File: config.mk
export PLATFORM = sky130hd
export DESIGN_NAME = display_p2s_scheduler
export DESIGN_NICKNAME = d
export VERILOG_FILES = /design/src/rtl/display_p2s_scheduler_pkg.sv /design/src/rtl/display_p2s_scheduler_serial_shift_engine.sv /design/src/rtl/display_p2s_scheduler.sv
export SDC_FILE = /design/constraint.sdc
export NUM_CORES = 1
export LEC_CHECK = 0
export BUFFER_PORTS_ARGS = -buffer_cell sky130_fd_sc_hd__buf_4
export CAP_MARGIN = 20
export CORE_ASPECT_RATIO = 1.1
export CORE_MARGIN = 4
export CORE_UTILIZATION = 60
export DETAILED_ROUTE_END_ITERATION = 12
export PLACE_DENSITY = 0.85
export SLEW_MARGIN = 10
export SYNTH_ARGS = -nofsm -noshare
export SYNTH_HDL_FRONTEND = slang
export SYNTH_SLANG_ARGS = --single-unit
File: constraint.sdc
create_clock -name clk -period 8.7 [get_ports clk]
set_input_delay 0.87 -clock clk [delete_from_list [all_inputs] [get_ports clk]]
set_output_delay 0.87 -clock clk [all_outputs]
set_load 0.01 [all_outputs]
File: src/rtl/display_p2s_scheduler_pkg.sv
// Shared types for the LED / seven-segment serial scheduler: FSM encoding,
// channel IDs, channel widths and the round-robin pick.
package display_p2s_scheduler_pkg;

  typedef enum logic [2:0] {
    ST_IDLE  = 3'd0,
    ST_LOAD  = 3'd1,
    ST_SHIFT = 3'd2,
    ST_LATCH = 3'd3,
    ST_GAP   = 3'd4
  } state_t;

  localparam logic CH_LED = 1'b0;
  localparam logic CH_SEG = 1'b1;

  localparam int unsigned LED_W    = 16;
  localparam int unsigned SEG_W    = 64;
  localparam int unsigned SHREG_W  = SEG_W;
  localparam int unsigned BITCNT_W = $clog2(SHREG_W);

  typedef logic [BITCNT_W:0] width_t;

  function automatic width_t ch_width(input logic ch);
    return (ch == CH_SEG) ? width_t'(SEG_W) : width_t'(LED_W);
  endfunction

  // With both channels pending, serve the one that did not go last.
  function automatic logic rr_pick(input logic [1:0] pend, input logic last);
    if (pend[CH_LED] && pend[CH_SEG]) return ~last;
    return pend[CH_SEG];
  endfunction

endpackage

File: src/rtl/display_p2s_scheduler_serial_shift_engine.sv
// Bit timing and shift register: MSB-first, ser_clk low then high for CLK_DIV
// cycles per phase, shift on the falling edge. Frame data arrives left-aligned.
module serial_shift_engine
  import display_p2s_scheduler_pkg::*;
#(
  parameter int unsigned CLK_DIV = 2
) (
  input  logic               clk,
  input  logic               rst,
  input  logic               start,
  input  width_t             width,
  input  logic [SHREG_W-1:0] data,
  output logic               ser_clk,
  output logic               ser_dat,
  output logic               last_bit
);

  localparam int unsigned   DW     = (CLK_DIV > 1) ? $clog2(CLK_DIV) : 1;
  localparam logic [DW-1:0] DIV_M1 = DW'(CLK_DIV - 1);

  logic [SHREG_W-1:0]  shreg_q;
  logic [BITCNT_W-1:0] bit_cnt_q;
  logic [DW-1:0]       div_cnt_q;
  logic                sclk_q;
  logic                active_q;
  logic                phase_end;

  assign phase_end = active_q && (div_cnt_q == DIV_M1);
  assign last_bit  = phase_end && sclk_q && (bit_cnt_q == '0);

  // Zeros shift in behind the data, so ser_dat falls back to 0 once the frame is out.
  always_ff @(posedge clk or posedge rst) begin
    if (rst) begin
      shreg_q   <= '0;
      bit_cnt_q <= '0;
      div_cnt_q <= '0;
      sclk_q    <= 1'b0;
      active_q  <= 1'b0;
    end else if (start) begin
      shreg_q   <= data;
      bit_cnt_q <= BITCNT_W'(width - width_t'(1));
      div_cnt_q <= '0;
      sclk_q    <= 1'b0;
      active_q  <= 1'b1;
    end else if (phase_end) begin
      div_cnt_q <= '0;
      sclk_q    <= ~sclk_q;
      if (sclk_q) begin
        shreg_q   <= {shreg_q[SHREG_W-2:0], 1'b0};
        bit_cnt_q <= bit_cnt_q - BITCNT_W'(1);
        if (bit_cnt_q == '0) active_q <= 1'b0;
      end
    end else if (active_q) begin
      div_cnt_q <= div_cnt_q + DW'(1);
    end
  end

  assign ser_clk = sclk_q;
  assign ser_dat = shreg_q[SHREG_W-1];

endmodule

File: src/rtl/display_p2s_scheduler.sv
// Time-shares one serial path between a 16-bit LED and a 64-bit SEG image.
// Update pulse to LOAD in 1 cycle; no backpressure, repeated updates coalesce into pending flags.
module display_p2s_scheduler
  import display_p2s_scheduler_pkg::*;
#(
  parameter int unsigned CLK_DIV        = 2,
  parameter int unsigned REFRESH_PERIOD = 1048576
) (
  input  logic        clk,
  input  logic        rst,
  input  logic [15:0] led_data,
  input  logic        led_upd,
  input  logic [63:0] seg_data,
  input  logic        seg_upd,
  output logic        ser_clk,
  output logic        ser_dat,
  output logic        led_pen,
  output logic        seg_pen,
  output logic        busy,
  output logic        cur_ch,
  output logic        done
);

  localparam int unsigned   DW     = (CLK_DIV > 1) ? $clog2(CLK_DIV) : 1;
  localparam logic [DW-1:0] DIV_M1 = DW'(CLK_DIV - 1);

  state_t             state_q;
  logic               cur_ch_q;
  logic               last_q;
  logic               busy_q;
  logic               done_q;
  logic               led_pen_q;
  logic               seg_pen_q;
  logic [DW-1:0]      wait_q;
  logic [1:0]         pend_q;
  logic [1:0]         pend_d;
  logic [1:0]         pend_set;
  logic [1:0]         pend_eff;
  logic               sel;
  logic               ref_tick;
  logic               last_bit;
  logic [SHREG_W-1:0] eng_data;

  generate
    if (REFRESH_PERIOD == 0) begin : g_no_refresh
      assign ref_tick = 1'b0;
    end else begin : g_refresh
      localparam int unsigned   RW     = (REFRESH_PERIOD > 1) ? $clog2(REFRESH_PERIOD) : 1;
      localparam logic [RW-1:0] REF_M1 = RW'(REFRESH_PERIOD - 1);
      logic [RW-1:0] ref_cnt_q;
      logic [RW-1:0] ref_cnt_d;

      assign ref_tick  = (ref_cnt_q == REF_M1);
      assign ref_cnt_d = ref_tick ? '0 : ref_cnt_q + RW'(1);

      always_ff @(posedge clk or posedge rst) begin
        if (rst) ref_cnt_q <= '0;
        else     ref_cnt_q <= ref_cnt_d;
      end
    end
  endgenerate

  assign pend_set = {seg_upd | ref_tick, led_upd | ref_tick};
  assign pend_eff = pend_q | pend_set;
  assign sel      = rr_pick(pend_eff, last_q);

  // The clear lands at the end of the LOAD cycle; a same-cycle set overrides it.
  always_comb begin
    pend_d = pend_q;
    if (state_q == ST_LOAD) pend_d[cur_ch_q] = 1'b0;
    pend_d = pend_d | pend_set;
  end

  always_ff @(posedge clk or posedge rst) begin
    if (rst) pend_q <= 2'b11;
    else     pend_q <= pend_d;
  end

  always_ff @(posedge clk or posedge rst) begin
    if (rst) begin
      state_q   <= ST_IDLE;
      cur_ch_q  <= CH_LED;
      last_q    <= CH_SEG;
      busy_q    <= 1'b0;
      done_q    <= 1'b0;
      led_pen_q <= 1'b1;
      seg_pen_q <= 1'b1;
      wait_q    <= '0;
    end else begin
      done_q <= 1'b0;
      unique case (state_q)
        ST_IDLE: begin
          if (|pend_eff) begin
            state_q   <= ST_LOAD;
            cur_ch_q  <= sel;
            last_q    <= sel;
            busy_q    <= 1'b1;
            led_pen_q <= (sel != CH_LED);
            seg_pen_q <= (sel != CH_SEG);
          end
        end
        ST_LOAD: state_q <= ST_SHIFT;
        ST_SHIFT: begin
          if (last_bit) begin
            state_q   <= ST_LATCH;
            led_pen_q <= 1'b1;
            seg_pen_q <= 1'b1;
            wait_q    <= '0;
            done_q    <= (DIV_M1 == '0);
          end
        end
        ST_LATCH: begin
          if (wait_q == DIV_M1) begin
            state_q <= ST_GAP;
            wait_q  <= '0;
          end else begin
            wait_q <= wait_q + DW'(1);
            done_q <= ((wait_q + DW'(1)) == DIV_M1);
          end
        end
        ST_GAP: begin
          if (wait_q == DIV_M1) begin
            state_q <= ST_IDLE;
            busy_q  <= 1'b0;
            wait_q  <= '0;
          end else begin
            wait_q <= wait_q + DW'(1);
          end
        end
        default: state_q <= ST_IDLE;
      endcase
    end
  end

  assign eng_data = (cur_ch_q == CH_SEG) ? seg_data
                                         : {led_data, {(SHREG_W - LED_W){1'b0}}};

  serial_shift_engine #(
    .CLK_DIV(CLK_DIV)
  ) u_engine (
    .clk     (clk),
    .rst     (rst),
    .start   (state_q == ST_LOAD),
    .width   (ch_width(cur_ch_q)),
    .data    (eng_data),
    .ser_clk (ser_clk),
    .ser_dat (ser_dat),
    .last_bit(last_bit)
  );

  assign led_pen = led_pen_q;
  assign seg_pen = seg_pen_q;
  assign busy    = busy_q;
  assign cur_ch  = cur_ch_q;
  assign done    = done_q;

endmodule

=== Yosys cells after proc, flatten, opt, wreduce, memory -nomap -nowiden ===
Index checks and enable logic that the tools add are counted.

* Bits in registers: 105
* Output and inout port bits: 7

* Order comparisons: 2
* Reductions and logical operators: 23
* Bitwise operators: 9
* Muxes and demuxes: 41
* Add/sub/neg operators: 5
* Equality and inequality tests: 9

{| class="wikitable"
|+ Operators with widths
! operator !! number
|-
| $mux 64 || 4
|-
| $mux 1 || 21
|-
| $add 20x1->20 const B || 1
|-
| $eq 20x20->1 const B || 1
|-
| $mux 20 || 1
|-
| $mux 6 || 3
|-
| $pmux 3 s5 || 1
|-
| $mux 3 || 4
|-
| $reduce_bool 2->1 || 6
|-
| $sub 6x1->6 const B || 2
|-
| $reduce_and 3->1 || 3
|-
| $ne 2x2->1 const B || 4
|-
| $pmux 1 s2 || 4
|-
| $eq 3x2->1 const B || 2
|-
| $logic_not 6->1 || 1
|-
| $reduce_and 2->1 || 3
|-
| $logic_and 1x1->1 || 5
|-
| $mux 5 || 1
|-
| $or 2x2->2 || 2
|-
| $reduce_and 4->1 || 1
|-
| $reduce_or 2->1 || 2
|-
| $eq 3x1->1 const B || 1
|-
| $eq 3x3->1 const B || 1
|-
| $logic_not 3->1 || 1
|-
| 10 further kinds || 14
|}

=== Logic depth before layout (Yosys ltp) ===
* Word-level depth: 9
* Mapped depth: 8

=== Modules after synthesis ===
Synthesis repeated with hierarchy kept, for this count alone.

* Cell total of the unflattened synthesis: 552
* Area total of the unflattened synthesis: 5,619.1 sq um

{| class="wikitable"
|+ Modules (own cells, without submodules)
! module !! instances !! seq. area each (sq um) !! area an instance (sq um) !! cells an instance
|-
| serial_shift_engine || 1 || 1,826.8 || 3,555.9 || 337
|-
| display_p2s_scheduler || 1 || 807.0 || 2,063.2 || 215
|}

=== Worst setup path after synthesis ===
OpenSTA, ideal clock, no wires.

* Path type: flip-flop to flip-flop
* Start: register g_refresh.ref_cnt_q[4]
* End: register seg_pen_q (netlist: seg_pen)
* Cell stages (with the launch flop): 7
* Library setup time: 0.077 ns
* Setup slack: 6.709 ns
* Clock period less this slack: 1.991 ns
* Arrival time: 1.914 ns
* Cells stage by stage: dfrtp_1 -> nand4_2 -> or4_4 -> or2_1 -> buf_6 -> a221o_1 -> o21a_1

* Longest elaborated chain between the ends: 9
* Elaborated cells on any way between the ends: 13
* Those cells by class: eq/ne: 2; mux: 4; bitwise: 4; reduce/logical: 3

{| class="wikitable"
|+ RTL lines
! item !! RTL line !! source
|-
| start, declared || display_p2s_scheduler.sv:50 || <nowiki>logic [RW-1:0] ref_cnt_q;</nowiki>
|-
| start signal, assigned || display_p2s_scheduler.sv:58 || <nowiki>else ref_cnt_q <= ref_cnt_d;</nowiki>
|-
| $eq 20x20->1 (*) || display_p2s_scheduler.sv:53 || <nowiki>assign ref_tick = (ref_cnt_q == REF_M1);</nowiki>
|-
| $or 1x1->1 || display_p2s_scheduler.sv:63 || <nowiki>assign pend_set = {seg_upd | ref_tick, led_upd | ref_tick};</nowiki>
|-
| $or 2x2->2 (*) || display_p2s_scheduler.sv:64 || <nowiki>assign pend_eff = pend_q | pend_set;</nowiki>
|-
| $logic_and 1x1->1 || display_p2s_scheduler_pkg.sv:29 || <nowiki>if (pend[CH_LED] && pend[CH_SEG]) return ~last;</nowiki>
|-
| $mux 1 || display_p2s_scheduler_pkg.sv:29 ||
|-
| $mux 1 || display_p2s_scheduler_pkg.sv:30 || <nowiki>return pend[CH_SEG];</nowiki>
|-
| $not 1->1 || display_p2s_scheduler.sv:99 || <nowiki>seg_pen_q <= (sel != CH_SEG);</nowiki>
|-
| $mux 1 || display_p2s_scheduler.sv:93 || <nowiki>if (|pend_eff) begin</nowiki>
|-
| $pmux 1 s2 || display_p2s_scheduler.sv:91 || <nowiki>unique case (state_q)</nowiki>
|-
| end signal, assigned || display_p2s_scheduler.sv:99 ||
|-
| end, declared || display_p2s_scheduler.sv:33 || <nowiki>logic seg_pen_q;</nowiki>
|}

Every way passes the cells marked *; elsewhere a longest branch is shown, timed or not. The select of a mux whose other input is x is not followed.
A chain may end at the register's enable or synchronous reset.

=== Worst setup path in the final report ===
* Start: register u_engine.sclk_q (netlist: u_engine.ser_clk)
* End: register led_pen_q (netlist: led_pen)

* Longest elaborated chain between the ends: 4

{| class="wikitable"
|+ RTL lines
! item !! RTL line !! source
|-
| start, declared || display_p2s_scheduler_serial_shift_engine.sv:24 || <nowiki>logic sclk_q;</nowiki>
|-
| start signal, assigned || display_p2s_scheduler_serial_shift_engine.sv:47 || <nowiki>sclk_q <= ~sclk_q;</nowiki>
|-
| $logic_and 1x1->1 (2 in series) || display_p2s_scheduler_serial_shift_engine.sv:29 || <nowiki>assign last_bit = phase_end && sclk_q && (bit_cnt_q == '0);</nowiki>
|-
| $ne 2x2->1 (no source line) || n/a ||
|-
| $reduce_and 3->1 (no source line) || n/a ||
|-
| end signal, assigned || display_p2s_scheduler.sv:98 || <nowiki>led_pen_q <= (sel != CH_LED);</nowiki>
|-
| end, declared || display_p2s_scheduler.sv:32 || <nowiki>logic led_pen_q;</nowiki>
|}

No other way between the ends.

==> summary.md <==
| Metric | Value |
|---|---|
| Vias in the first global route | `3923` |
| Final Wtd Congestion | `0.800` |
| Num CTS Buffers | `9` |
| Cell variety after synth | `43` |
| Slowest cell on crit path | `and3_4` |
| Die Footprint | `9930 um^2` |
| Worst EP arrival | `2610 ps` |
| Yosys top cell area share | `0.497` |
| Placed instance area | `5750 um^2` |
| Worst-Margin Slew | `1020 ps` |
| Register area | `2640 um^2` |
| Hold Path End | `g_refresh.ref_cnt_q[18]$_DFF_PP0_` |
| Synth Flop Type | `dfrtp_1` |
| TNS Setup | `0 ps` |
| Sequential share of the synthesized area | `0.523` |
| Critical-path cell list | `and3_4 > nand3_1 > nor4_1 > o22a_1 > a2bb2oi_1` |
| Final hold violations | `0` |
| EDFF count, synth | `0` |
| WL/cell | `15.7 um` |
| Hold Path Depth | `1` |
| DR iter-0 viols | `208` |
| Final slew viol count | `0` |
| Port Buffers | `90` |
| Required time of the critical path | `9000 ps` |
| GRT Util Overall | `0.228` |
| Root buffer cell | `clkbuf_8` |
| Clock skew | `15.8 ps` |
| Syn_area_per_cell | `9.86 um^2` |
| CTS sink count | `105` |
| Top-count cell post-synth | `dfrtp_1` |
| Flop2flop setup slack | `6390 ps` |
| DR pass1 iterations | `5` |
| FF-to-FF Start | `u_engine.ser_clk$_DFFE_PP0P_` |
| CTS tree | `done` |
| Final worst path period share | `0.266` |
| Tot Pwr | `837 uW` |
| Synthesized net count | `597` |
| Worst min path class | `reg -> reg` |
| Share of cells above drive strength 1 | `0.215` |
| Total wire length | `10900 um` |
| Core Area | `8040 um^2` |
| DR DRC count | `0` |
| Starting Density | `0.627` |
| Dominant cell type by area after synthesis | `dfrtp_1` |
| Global-route wire length before repair | `18100 um` |
| Syn Inst Count | `511` |
| Die Y | `104 um` |
| Layout area overhead | `17.6%` |
| Leak | `2.80 nW` |
| Slew headroom | `0.315` |
| Post-Syn Area | `5040 um^2` |
| Hold Buf Count CTS | `0` |
| Power Density | `141 nW/um^2` |
| RSZ-0062 raised after global routing | `no` |
| Most area-consuming cells after synthesis | `dfrtp_1 (50%), mux2i_1 (9.3%), nand3_1 (6.0%)` |
| Via count | `4017` |
| CTS Buffer Depth | `2` |
| Hold WS | `492 ps` |
| Slowest Stage Delay on Critical Path | `830 ps` |
| Diode count | `0` |
| Detail Route Antenna Nets | `0` |
| Largest net degree at the start of global routing | `86` |
| Status | `finished, final reports clean` |
| Initial antenna violation count | `0` |
| Filler instances | `581` |
| Met2 Usage GRT | `0.378` |
| Dpl hpwl | `7420 um` |
| Worst vdd ir | `88.2 uV` |
| Ys async rst share | `1.00` |
| Final #Nets | `666` |
| Later-pin clock latency in the skew report | `380 ps` |
| GR Util met3 | `0.0333` |
| # IOs | `91` |
| Fmax | `433 MHz` |
| Final setup vio count | `0` |
| H-tree level count | `3` |
| Post-synthesis register bit count | `105` |
| Die Wd | `95.4 um` |
| Area of the multi-input gates | `2250 um^2` |
| Final Critical Period | `2310 ps` |
| Startpoint Class | `flop` |
| Worst Min Path Start | `g_refresh.ref_cnt_q[18]$_DFF_PP0_` |
| Remaining global-route overflow | `0` |
| Final instance area | `5920 um^2` |
| Most frequent cells after synthesis | `dfrtp_1 (100), nand3_1 (60), o21ai_0 (55)` |
| Critical path capture point type | `flop` |
| Buf/Inv on CP | `0` |
| Max Cap Viol | `0` |
| Worst-path clk slew | `100 ps` |
| Top Family by Delay on Critical Path | `simple AND/OR/NAND/NOR gates` |
| R2R depth | `5` |
| Via density per instance | `5.80` |
| Warnings, synthesis | `0` |
| Post-CTS setup buffer count | `0` |
| Site Rows | `34` |
| Post-cts resize count | `0` |
| GRT Max-Usage Layer | `met2` |
| Met1 GRT Util | `0.299` |
| Reg2reg end | `led_pen$_DFFE_PP1P_` |
| Critical Path Fanout Max | `62` |
| WS Path Type | `reg -> reg` |
==> metal layers <==
layer  vias up  part of all wire
met1      1965              0.42
met4         0             0.015
met5         -                 0
met3        14             0.046
li1       1943                 -
met2        95              0.52
==> power breakdown <==
| part | switching (mW) | internal (mW) | leakage (nW) |
|---|---|---|---|
| Clock | 0.165 | 0.112 | 0.0847 |
| Sequential | 0.00746 | 0.500 | 1.27 |
| Combinational | 0.0213 | 0.0317 | 1.45 |
| Total | 0.194 | 0.644 | 2.80 |
==> cells by family after synthesis <==
group,after synthesis,synth area share
simple gates,188,0.185
compound gates,106,0.123
flops,105,0.523
mux,47,0.0934
buf+inv,40,0.0313
xor+xnor,23,0.0400
fa+ha+maj,2,0.00497
==> registers in the layout, indices dropped and copies added (netlist names), 2 cells and up <==
name and flops:
state_q 3, g_refresh.ref_cnt_q 20, u_engine.bit_cnt_q 6, pend_q 2, u_engine.shreg_q 64
==> cell usage in the layout, fill, tap and decap left out, types with 2 or more instances in the layout <==
| cell type | instances |
|---|---|
| nor2b_1 | 17 |
| buf_4 | 94 |
| nor4_1 | 3 |
| ha_1 | 2 |
| nor2_1 | 26 |
| clkinvlp_4 | 3 |
| nand4_1 | 6 |
| and3_1 | 3 |
| dfstp_2 | 5 |
| or2_1 | 2 |
| clkinv_2 | 2 |
| inv_1 | 3 |
| dfrtp_1 | 99 |
| mux2i_1 | 47 |
| a211oi_1 | 16 |
| nand3_1 | 60 |
| nand2b_1 | 2 |
| xnor2_1 | 11 |
| clkbuf_8 | 10 |
| nand2_1 | 54 |
| a21oi_1 | 9 |
| o21ai_0 | 55 |
| and2_2 | 2 |
| xor2_1 | 12 |
| nor3_1 | 4 |
| a31oi_1 | 17 |
==> worst max-delay path by stage <==
| stage | from | endpoint | cells past startpoint |
|---|---|---|---|
| 2_1_floorplan | rst | busy$_DFFE_PP0P_ | 1 |
| 3_3_place_gp | u_engine.active_q$_DFFE_PP0P_ | led_pen$_DFFE_PP1P_ | 5 |
| 3_5_place_dp | u_engine.active_q$_DFFE_PP0P_ | led_pen$_DFFE_PP1P_ | 5 |
| 4_1_cts | u_engine.ser_clk$_DFFE_PP0P_ | led_pen$_DFFE_PP1P_ | 5 |
| 5_1_grt | u_engine.ser_clk$_DFFE_PP0P_ | led_pen$_DFFE_PP1P_ | 5 |
| 6_report | u_engine.ser_clk$_DFFE_PP0P_ | led_pen$_DFFE_PP1P_ | 5 |
==> per-stage QoR <==
stage	instances	setup slack [ps]	utilization
4_1_cts	693	6360	0.737
5_1_grt	693	6130	0.737
6_report	693	6390	0.737
2_1_floorplan	511	5080	-
3_5_place_dp	677	6360	0.715
3_3_place_gp	677	6510	0.715
==> final cells by class <==
cell class,instances,area share
well taps,108,0.0228
flip-flops and latches,105,0.445
multi-input cells,366,0.380
repair buffers,94,0.119
clock inverters,6,0.00697
clock buffers,10,0.0232
inverters,4,0.00296
No activity file was read; power rests on OpenSTA's default activity.
